--- config.mk ---
export PLATFORM = sky130hd
export DESIGN_NAME = v_decode_queue
export DESIGN_NICKNAME = d
export VERILOG_FILES = /design/src/rtl/v_decode_queue.sv
export SDC_FILE = /design/constraint.sdc
export NUM_CORES = 1
export LEC_CHECK = 0
export CAP_MARGIN = 40
export CORE_ASPECT_RATIO = 0.6
export CORE_MARGIN = 2
export CORE_UTILIZATION = 50
export DETAILED_ROUTE_END_ITERATION = 8
export GPL_ROUTABILITY_DRIVEN = 0
export PLACE_DENSITY = 0.73
export SYNTH_ARGS = -nofsm -noshare
export SYNTH_HDL_FRONTEND = slang
export SYNTH_SLANG_ARGS = --single-unit
--- constraint.sdc ---
create_clock -name clk -period 5.25 [get_ports clk]
set_input_delay 1.3125 -clock clk [delete_from_list [all_inputs] [get_ports clk]]
set_output_delay 1.3125 -clock clk [all_outputs]
set_load 0.01 [all_outputs]
--- src/rtl/v_decode_queue.sv ---
// Buffered, pipelined RVV decoder: instruction FIFO, combinational decode of the head and a
// registered uop bundle behind valid/ready. Optional macro V_DEC_ILLEGAL_EN adds an illegal flag.
module v_decode_queue #(
    parameter int unsigned FIFO_DEPTH = 4,
    parameter int unsigned INSTR_W    = 32
) (
    input  logic                          clk,
    input  logic                          rst,
    input  logic                          flush,
    input  logic [INSTR_W-1:0]            instr,
    input  logic                          instr_valid,
    output logic                          instr_ready,
    output logic                          uop_valid,
    input  logic                          uop_ready,
    input  logic                          cfg_done,
    output logic                          is_vconfig,
    output logic [3:0]                    v_alu_op,
    output logic                          is_mul,
    output logic [2:0]                    v_red_op,
    output logic [2:0]                    v_sldu_op,
    output logic [3:0]                    v_lsu_op,
    output logic                          is_vstype,
    output logic [1:0]                    v_op_sel_A,
    output logic [1:0]                    v_op_sel_B,
    output logic [1:0]                    v_sel_dest,
    output logic [4:0]                    vd,
    output logic [4:0]                    vs1,
    output logic [4:0]                    vs2,
    output logic [4:0]                    imm,
    output logic [10:0]                   zimm,
    output logic [$clog2(FIFO_DEPTH):0]   fifo_count,
    output logic                          cfg_busy
`ifdef V_DEC_ILLEGAL_EN
    ,
    output logic                          illegal
`endif
);

    localparam int unsigned PtrW = $clog2(FIFO_DEPTH);
    localparam int unsigned CntW = PtrW + 1;

    localparam logic [6:0] OPC_RTYPE = 7'b1010111;
    localparam logic [6:0] OPC_LTYPE = 7'b0000111;
    localparam logic [6:0] OPC_STYPE = 7'b0100111;

    localparam logic [2:0] OPI_VV = 3'b000;
    localparam logic [2:0] OPM_VV = 3'b010;
    localparam logic [2:0] OPI_VI = 3'b011;
    localparam logic [2:0] OPI_VX = 3'b100;
    localparam logic [2:0] OPM_VX = 3'b110;
    localparam logic [2:0] OP_SET = 3'b111;

    localparam logic [5:0] F6_VADD   = 6'b000000;
    localparam logic [5:0] F6_VSUB   = 6'b000010;
    localparam logic [5:0] F6_VMIN   = 6'b000101;
    localparam logic [5:0] F6_VMAX   = 6'b000111;
    localparam logic [5:0] F6_VAND   = 6'b001001;
    localparam logic [5:0] F6_VOR    = 6'b001010;
    localparam logic [5:0] F6_VXOR   = 6'b001011;
    localparam logic [5:0] F6_VSLUP  = 6'b001110;
    localparam logic [5:0] F6_VSLDN  = 6'b001111;
    localparam logic [5:0] F6_VMV    = 6'b010111;
    localparam logic [5:0] F6_VSLL   = 6'b100101;
    localparam logic [5:0] F6_VSRL   = 6'b101000;
    localparam logic [5:0] F6_VSRA   = 6'b101001;
    localparam logic [5:0] F6_VMUL   = 6'b100101;
    localparam logic [5:0] F6_REDSUM = 6'b000000;
    localparam logic [5:0] F6_REDMAX = 6'b000111;

    typedef enum logic [1:0] {StRun, StCfgWait, StIllHalt} state_e;

    typedef struct packed {
        logic        is_vconfig;
        logic [3:0]  alu_op;
        logic        is_mul;
        logic [2:0]  red_op;
        logic [2:0]  sldu_op;
        logic [3:0]  lsu_op;
        logic        is_vstype;
        logic [1:0]  sel_a;
        logic [1:0]  sel_b;
        logic [1:0]  sel_dest;
        logic [4:0]  vd;
        logic [4:0]  vs1;
        logic [4:0]  vs2;
        logic [4:0]  imm;
        logic [10:0] zimm;
    } uop_t;

    logic [INSTR_W-1:0] mem_q [FIFO_DEPTH];
    logic [PtrW-1:0]    wr_ptr_q, wr_ptr_d, rd_ptr_q, rd_ptr_d;
    logic [CntW-1:0]    count_q, count_d;
    state_e             state_q, state_d;
    logic               uop_valid_q, uop_valid_d;
    uop_t               uop_q, dec;
    logic               known, push, load, full, empty;
    logic [INSTR_W-1:0] head;
    logic [6:0]         opcode;
    logic [2:0]         funct3;
    logic [5:0]         funct6;
    logic               lsu_w_ok, mop_unit, mop_strided, is_store;
    logic [1:0]         lsu_w;

    assign full        = (count_q == CntW'(FIFO_DEPTH));
    assign empty       = (count_q == '0);
    assign instr_ready = !full && !flush;
    assign push        = instr_valid && instr_ready;
    assign load        = !flush && (state_q == StRun) && !empty && (!uop_valid_q || uop_ready);

    assign head        = mem_q[rd_ptr_q];
    assign opcode      = head[6:0];
    assign funct3      = head[14:12];
    assign funct6      = head[31:26];
    assign mop_unit    = (head[27:26] == 2'b00) && (head[24:20] == 5'd0);
    assign mop_strided = (head[27:26] == 2'b10);
    assign is_store    = (opcode == OPC_STYPE);

    always_comb begin
        lsu_w_ok = 1'b0;
        lsu_w    = 2'd0;
        case (funct3)
            3'b000:  begin lsu_w_ok = 1'b1; lsu_w = 2'd0; end
            3'b101:  begin lsu_w_ok = 1'b1; lsu_w = 2'd1; end
            3'b110:  begin lsu_w_ok = 1'b1; lsu_w = 2'd2; end
            default: ;
        endcase
    end

    always_comb begin
        dec   = '0;
        known = 1'b0;
        case (opcode)
            OPC_RTYPE: begin
                if (funct3 == OP_SET) begin
                    known          = 1'b1;
                    dec.is_vconfig = 1'b1;
                    dec.sel_dest   = 2'd2;
                    // vsetvli: rs1/zimm, vsetvl: rs1/rs2, vsetivli: uimm/zimm
                    case (head[31:30])
                        2'b11:   begin dec.sel_a = 2'd3; dec.sel_b = 2'd3; end
                        2'b10:   begin dec.sel_a = 2'd2; dec.sel_b = 2'd2; end
                        default: begin dec.sel_a = 2'd2; dec.sel_b = 2'd3; end
                    endcase
                end else begin
                    case (funct3)
                        OPI_VV, OPI_VX, OPI_VI: begin
                            case (funct6)
                                F6_VADD: dec.alu_op = 4'd1;
                                F6_VSUB: if (funct3 != OPI_VI) dec.alu_op = 4'd2;
                                F6_VAND: dec.alu_op = 4'd3;
                                F6_VOR:  dec.alu_op = 4'd4;
                                F6_VXOR: dec.alu_op = 4'd5;
                                F6_VSLL: dec.alu_op = 4'd6;
                                F6_VSRL: dec.alu_op = 4'd7;
                                F6_VSRA: dec.alu_op = 4'd8;
                                F6_VMIN: if (funct3 != OPI_VI) dec.alu_op = 4'd9;
                                F6_VMAX: if (funct3 != OPI_VI) dec.alu_op = 4'd10;
                                F6_VSLUP: if (funct3 != OPI_VV) dec.sldu_op = 3'd1;
                                F6_VSLDN: if (funct3 != OPI_VV) dec.sldu_op = 3'd2;
                                // vm=0 here is vmerge, which the slide unit does not handle
                                F6_VMV:  if (head[25]) dec.sldu_op = 3'd5;
                                default: ;
                            endcase
                        end
                        OPM_VV, OPM_VX: begin
                            case (funct6)
                                F6_VMUL:   dec.is_mul = 1'b1;
                                F6_REDSUM: if (funct3 == OPM_VV) dec.red_op = 3'd1;
                                F6_REDMAX: if (funct3 == OPM_VV) dec.red_op = 3'd2;
                                F6_VSLUP:  if (funct3 == OPM_VX) dec.sldu_op = 3'd3;
                                F6_VSLDN:  if (funct3 == OPM_VX) dec.sldu_op = 3'd4;
                                default: ;
                            endcase
                        end
                        default: ;
                    endcase
                    known = |{dec.alu_op, dec.is_mul, dec.red_op, dec.sldu_op};
                    case (funct3)
                        OPI_VV, OPM_VV: dec.sel_a = 2'd1;
                        OPI_VX, OPM_VX: dec.sel_a = 2'd2;
                        OPI_VI:         dec.sel_a = 2'd3;
                        default:        dec.sel_a = 2'd0;
                    endcase
                    dec.sel_b    = 2'd1;
                    dec.sel_dest = 2'd1;
                end
            end
            OPC_LTYPE, OPC_STYPE: begin
                if (lsu_w_ok && (head[31:28] == 4'd0) && (mop_unit || mop_strided)) begin
                    known         = 1'b1;
                    dec.is_vstype = is_store;
                    dec.lsu_op    = 4'd1 + {2'b00, lsu_w} + (mop_strided ? 4'd3 : 4'd0)
                                    + (is_store ? 4'd6 : 4'd0);
                    dec.sel_a     = 2'd2;
                    dec.sel_b     = mop_strided ? 2'd2 : 2'd0;
                    dec.sel_dest  = is_store ? 2'd0 : 2'd1;
                end
            end
            default: ;
        endcase
        if (!known) begin
            dec = '0;
        end else begin
            dec.vd   = head[11:7];
            dec.vs1  = head[19:15];
            dec.vs2  = head[24:20];
            dec.imm  = head[19:15];
            dec.zimm = head[30:20];
        end
    end

    always_comb begin
        wr_ptr_d    = wr_ptr_q;
        rd_ptr_d    = rd_ptr_q;
        count_d     = count_q;
        uop_valid_d = uop_valid_q;
        state_d     = state_q;
        if (flush) begin
            wr_ptr_d    = '0;
            rd_ptr_d    = '0;
            count_d     = '0;
            uop_valid_d = 1'b0;
            state_d     = StRun;
        end else begin
            if (push) wr_ptr_d = wr_ptr_q + PtrW'(1);
            if (load) rd_ptr_d = rd_ptr_q + PtrW'(1);
            case ({push, load})
                2'b10:   count_d = count_q + CntW'(1);
                2'b01:   count_d = count_q - CntW'(1);
                default: count_d = count_q;
            endcase
            if (load)           uop_valid_d = 1'b1;
            else if (uop_ready) uop_valid_d = 1'b0;
            unique case (state_q)
                StRun: begin
                    if (load) begin
                        if (dec.is_vconfig) state_d = StCfgWait;
`ifdef V_DEC_ILLEGAL_EN
                        else if (!known) state_d = StIllHalt;
`endif
                    end
                end
                StCfgWait: if (cfg_done) state_d = StRun;
                StIllHalt: state_d = StIllHalt;
                default:   state_d = StRun;
            endcase
        end
    end

    always_ff @(posedge clk) begin
        if (push) mem_q[wr_ptr_q] <= instr;
    end

    always_ff @(posedge clk or posedge rst) begin
        if (rst) begin
            wr_ptr_q    <= '0;
            rd_ptr_q    <= '0;
            count_q     <= '0;
            state_q     <= StRun;
            uop_valid_q <= 1'b0;
            uop_q       <= '0;
        end else begin
            wr_ptr_q    <= wr_ptr_d;
            rd_ptr_q    <= rd_ptr_d;
            count_q     <= count_d;
            state_q     <= state_d;
            uop_valid_q <= uop_valid_d;
            if (load) uop_q <= dec;
        end
    end

`ifdef V_DEC_ILLEGAL_EN
    logic illegal_q;
    always_ff @(posedge clk or posedge rst) begin
        if (rst) begin
            illegal_q <= 1'b0;
        end else if (load) begin
            illegal_q <= !known;
        end
    end
    assign illegal = illegal_q;
`endif

    assign uop_valid  = uop_valid_q;
    assign is_vconfig = uop_q.is_vconfig;
    assign v_alu_op   = uop_q.alu_op;
    assign is_mul     = uop_q.is_mul;
    assign v_red_op   = uop_q.red_op;
    assign v_sldu_op  = uop_q.sldu_op;
    assign v_lsu_op   = uop_q.lsu_op;
    assign is_vstype  = uop_q.is_vstype;
    assign v_op_sel_A = uop_q.sel_a;
    assign v_op_sel_B = uop_q.sel_b;
    assign v_sel_dest = uop_q.sel_dest;
    assign vd         = uop_q.vd;
    assign vs1        = uop_q.vs1;
    assign vs2        = uop_q.vs2;
    assign imm        = uop_q.imm;
    assign zimm       = uop_q.zimm;
    assign fifo_count = count_q;
    assign cfg_busy   = (state_q == StCfgWait);

endmodule

==> metrics.txt <==
Synth Instances=501; Inserted Diodes=0; fmax=239.6 MHz; worst endpoint required time=just under 4 ns; Root Driver=clkbuf_16; setup bufs post-CTS=0; worst hold path class=reg -> reg; Max-Cap Viols=0; TritonCTS Buffers=17; GRT Residual Overflow=0; CP delay by family, top=buffers and inverters; Fin. Hold Viols=0; hold buffers post-CTS=0; I/O pins=about 100; Max Slew Vio Count=0; antenna-violating nets left=0; Leak=3.401 nW; Core Region=between 15000 and 20000 um2; first-pass GRT wire length=26.24 mm; Port Buffer Count=96; routing usage on met2=between 30 and 40%; CTS Sinks=roughly 180; Worst VDD drop=0.0002592 V; clk buf depth=2; Area contributors post-synth=edfxtp_1 (48%), dfrtp_1 (17%), mux4_2 (8.2%), mux2i_1 (2.7%), a21oi_2 (2.2%); WP buf/inv=2; Initial Util=about half; Critical Path Start=flush; clock skew=approximately 0.013 ns; die height=just over 100 um; Max-slew headroom=between 40% and 50%; hold-critical path depth=2; Area growth syn-to-layout=20.86%; Final period util=79.51%; Resized cells post-CTS=0; DR pass1 iterations=5; post-synthesis cell area=7929 um2; cell mode on critical path=clkdlybuf4s50_1; critical path's slowest cell=clkdlybuf4s50_1; R2R cell count=8; reg2reg start=rd_ptr_q[0]; nets@finish=between 600 and 700; Worst Path Arrival=2.86 ns; Seq cells post-synth=between 150 and 200; Yosys top cell by area=edfxtp_1; Crit path largest cell delay=0.60 ns; Final TNS setup=0 ns; filler instances=~1100; initial drt markers=371; worst-margin pin slew=a little under 0.9 ns; placed cell count=around 770; layout cells sized above 1=between 10% and 20%; Clock Latency Late Sink=approximately 0.43 ns; pin count of the biggest net entering global routing=34; distinct cell type count after synthesis=between 60 and 70; Post-DP Area=8982 um2; worst-path cell chain=clkdlybuf4s50_1, a21oi_1, clkdlybuf4s50_1; vias in the first global route=approximately 4600; routed len/inst=20.70 um; Register Area=just over 5000 um2; Multi-input gate area=approximately 2400 um2; Main synth FF type=edfxtp_1; Startpoint Class=input port; Synth warnings=0; fraction of registers with async set/reset=approximately 29%; GR peak layer=met2; sequential-to-total area share from yosys stat=65.20%; HP Start=v_lsu_op[3]; # rows=35; initial antenna violation count=0; DRC viols=0; crit end category=output pin; vias per cell=between 5 and 6; final setup vio count=0; critical path type=in -> out; crit path max fanout=11; status=complete, no violations; Worst-path clk slew=0.07 ns; final wirelength=16.58 mm; post-route insts no fill=~800; Final Cell Area=approximately 9600 um2; met3 usage=slightly above 5%; via count=around 4600; min cycle time layout=4.174 ns; Net Count, Synth=~550; CTS tree=built; Mean Syn Cell Area=approximately 16 um2; global-route usage over all layers=about a fifth; Synth top area share=just under 50%; RSZ-0062 raised after global routing=no; die width=166.6 um; Post-synth EDFFs=approximately 130; pwr/cell area=473.0 nW/um2; full die area=between 15000 and 20000 um2; WP depth=3; met1 GRT Util=between 30% and 40%; H-Tree Depth=4; HPWL Detailed=between 10 and 15 mm
kinds of logic (layout without fill, tap and decap cells):
family,after synthesis,in the layout,share of synthesized area [%]
xor+xnor,7,7,0.7733
compound gates,78,78,7.843
simple gates,124,124,9.184
flops,181,181,65.20
mux,51,51,11.08
other cells,1,1,0.04730
buf+inv,50,147,4.166
fa+ha+maj,9,9,1.704
report_power, final:
part           leakage, nW  switching, mW  total, mW  internal, mW
combinational         1.26          0.743       1.45         0.704
clock                0.271          0.576       1.24         0.667
sequential            1.87          0.137       1.84          1.71
metrics by stage:
stage               setup slack (ns)  hold WS (ns)  utilization [%]  power, mW
CTS                            1.081        0.4829            61.99      4.539
finish                         1.076        0.4831            62.17      4.532
floorplan                      2.105        0.4597                -      2.843
global placement               1.110        0.4598            57.75      3.241
global route                  0.9834        0.5005            62.17      4.738
detailed placement             1.084        0.4670            58.27      3.300
area by class of cell:
cell class | instances | area share [%]
flip-flops and latches | 181 | 53.96
multi-input cells | 270 | 25.51
repair buffers | 106 | 11.54
clock buffers | 18 | 4.478
well taps | 203 | 2.650
clock inverters | 14 | 1.502
inverters | 9 | 0.3525
synth_stat cells (4+ instances only):
cell,n
buf_2,5
inv_1,9
edfxtp_1,128
dfrtp_1,53
nand2b_1,9
a21oi_1,11
o21ai_0,10
ha_1,6
o21ai_1,4
buf_6,6
a21oi_2,20
nand3_1,10
nor2_1,16
nand2_1,33
clkbuf_1,10
nor3_1,6
mux4_2,29
or3_1,4
and3_1,5
buf_4,14
a22o_1,6
xnor2_1,4
nand4b_1,6
mux2i_1,21
nor2b_1,6
registers in the layout, summed over array words and instances, names as in the netlist, 3 cells and up:
signal,cells
v_sldu_op,3
mem_q,128
vs2,4
fifo_count,3
zimm,7
vs1,5
v_alu_op,4
vd,5
v_lsu_op,4
placed cells by master (no fill, tap or decap), types with 4 or more instances in the layout:
cell	count
mux2i_1	21
a21oi_1	11
nand4b_1	6
nor2b_1	6
inv_1	8
inv_6	6
nand3_1	10
edfxtp_1	128
clkdlybuf4s50_1	96
or3_1	4
mux4_2	29
a22o_1	6
nor2_1	16
o21ai_1	4
a21oi_2	20
o21ai_0	10
ha_1	6
nand2_1	33
and3_2	4
clkbuf_16	17
buf_12	4
nand2b_1	9
dfrtp_1	52
nor3_1	6
xnor2_1	4
buf_4	5
layer usage:
| metal | up-vias | share of wire, % |
|---|---|---|
| met5 | - | 0 |
| met4 | 0 | 1.5 |
| met3 | 23 | 6.7 |
| met2 | 177 | 44 |
| met1 | 2354 | 47 |
| li1 | 2073 | - |
worst reg2reg max path: cells and delay by family (launching register included):
family,cells,cell delay (ns)
flip-flops,1,0.76
AND/OR/NAND/NOR,2,0.68
multiplexers,1,0.58
AO/OA/AOI/OAI,4,1.18
buffers and inverters,1,0.42
path summary, 6_finish.rpt:
path                                     to  slack [ns]
worst max-delay path            instr_ready        1.08
worst min-delay path            v_lsu_op[3]        0.48
worst max register to register      zimm[7]        1.48
worst min register to register  v_lsu_op[3]        0.48
max in group asynchronous       rd_ptr_q[0]        3.18
min in group asynchronous            vs1[2]        1.24
Power figures use the tool's default switching activity.
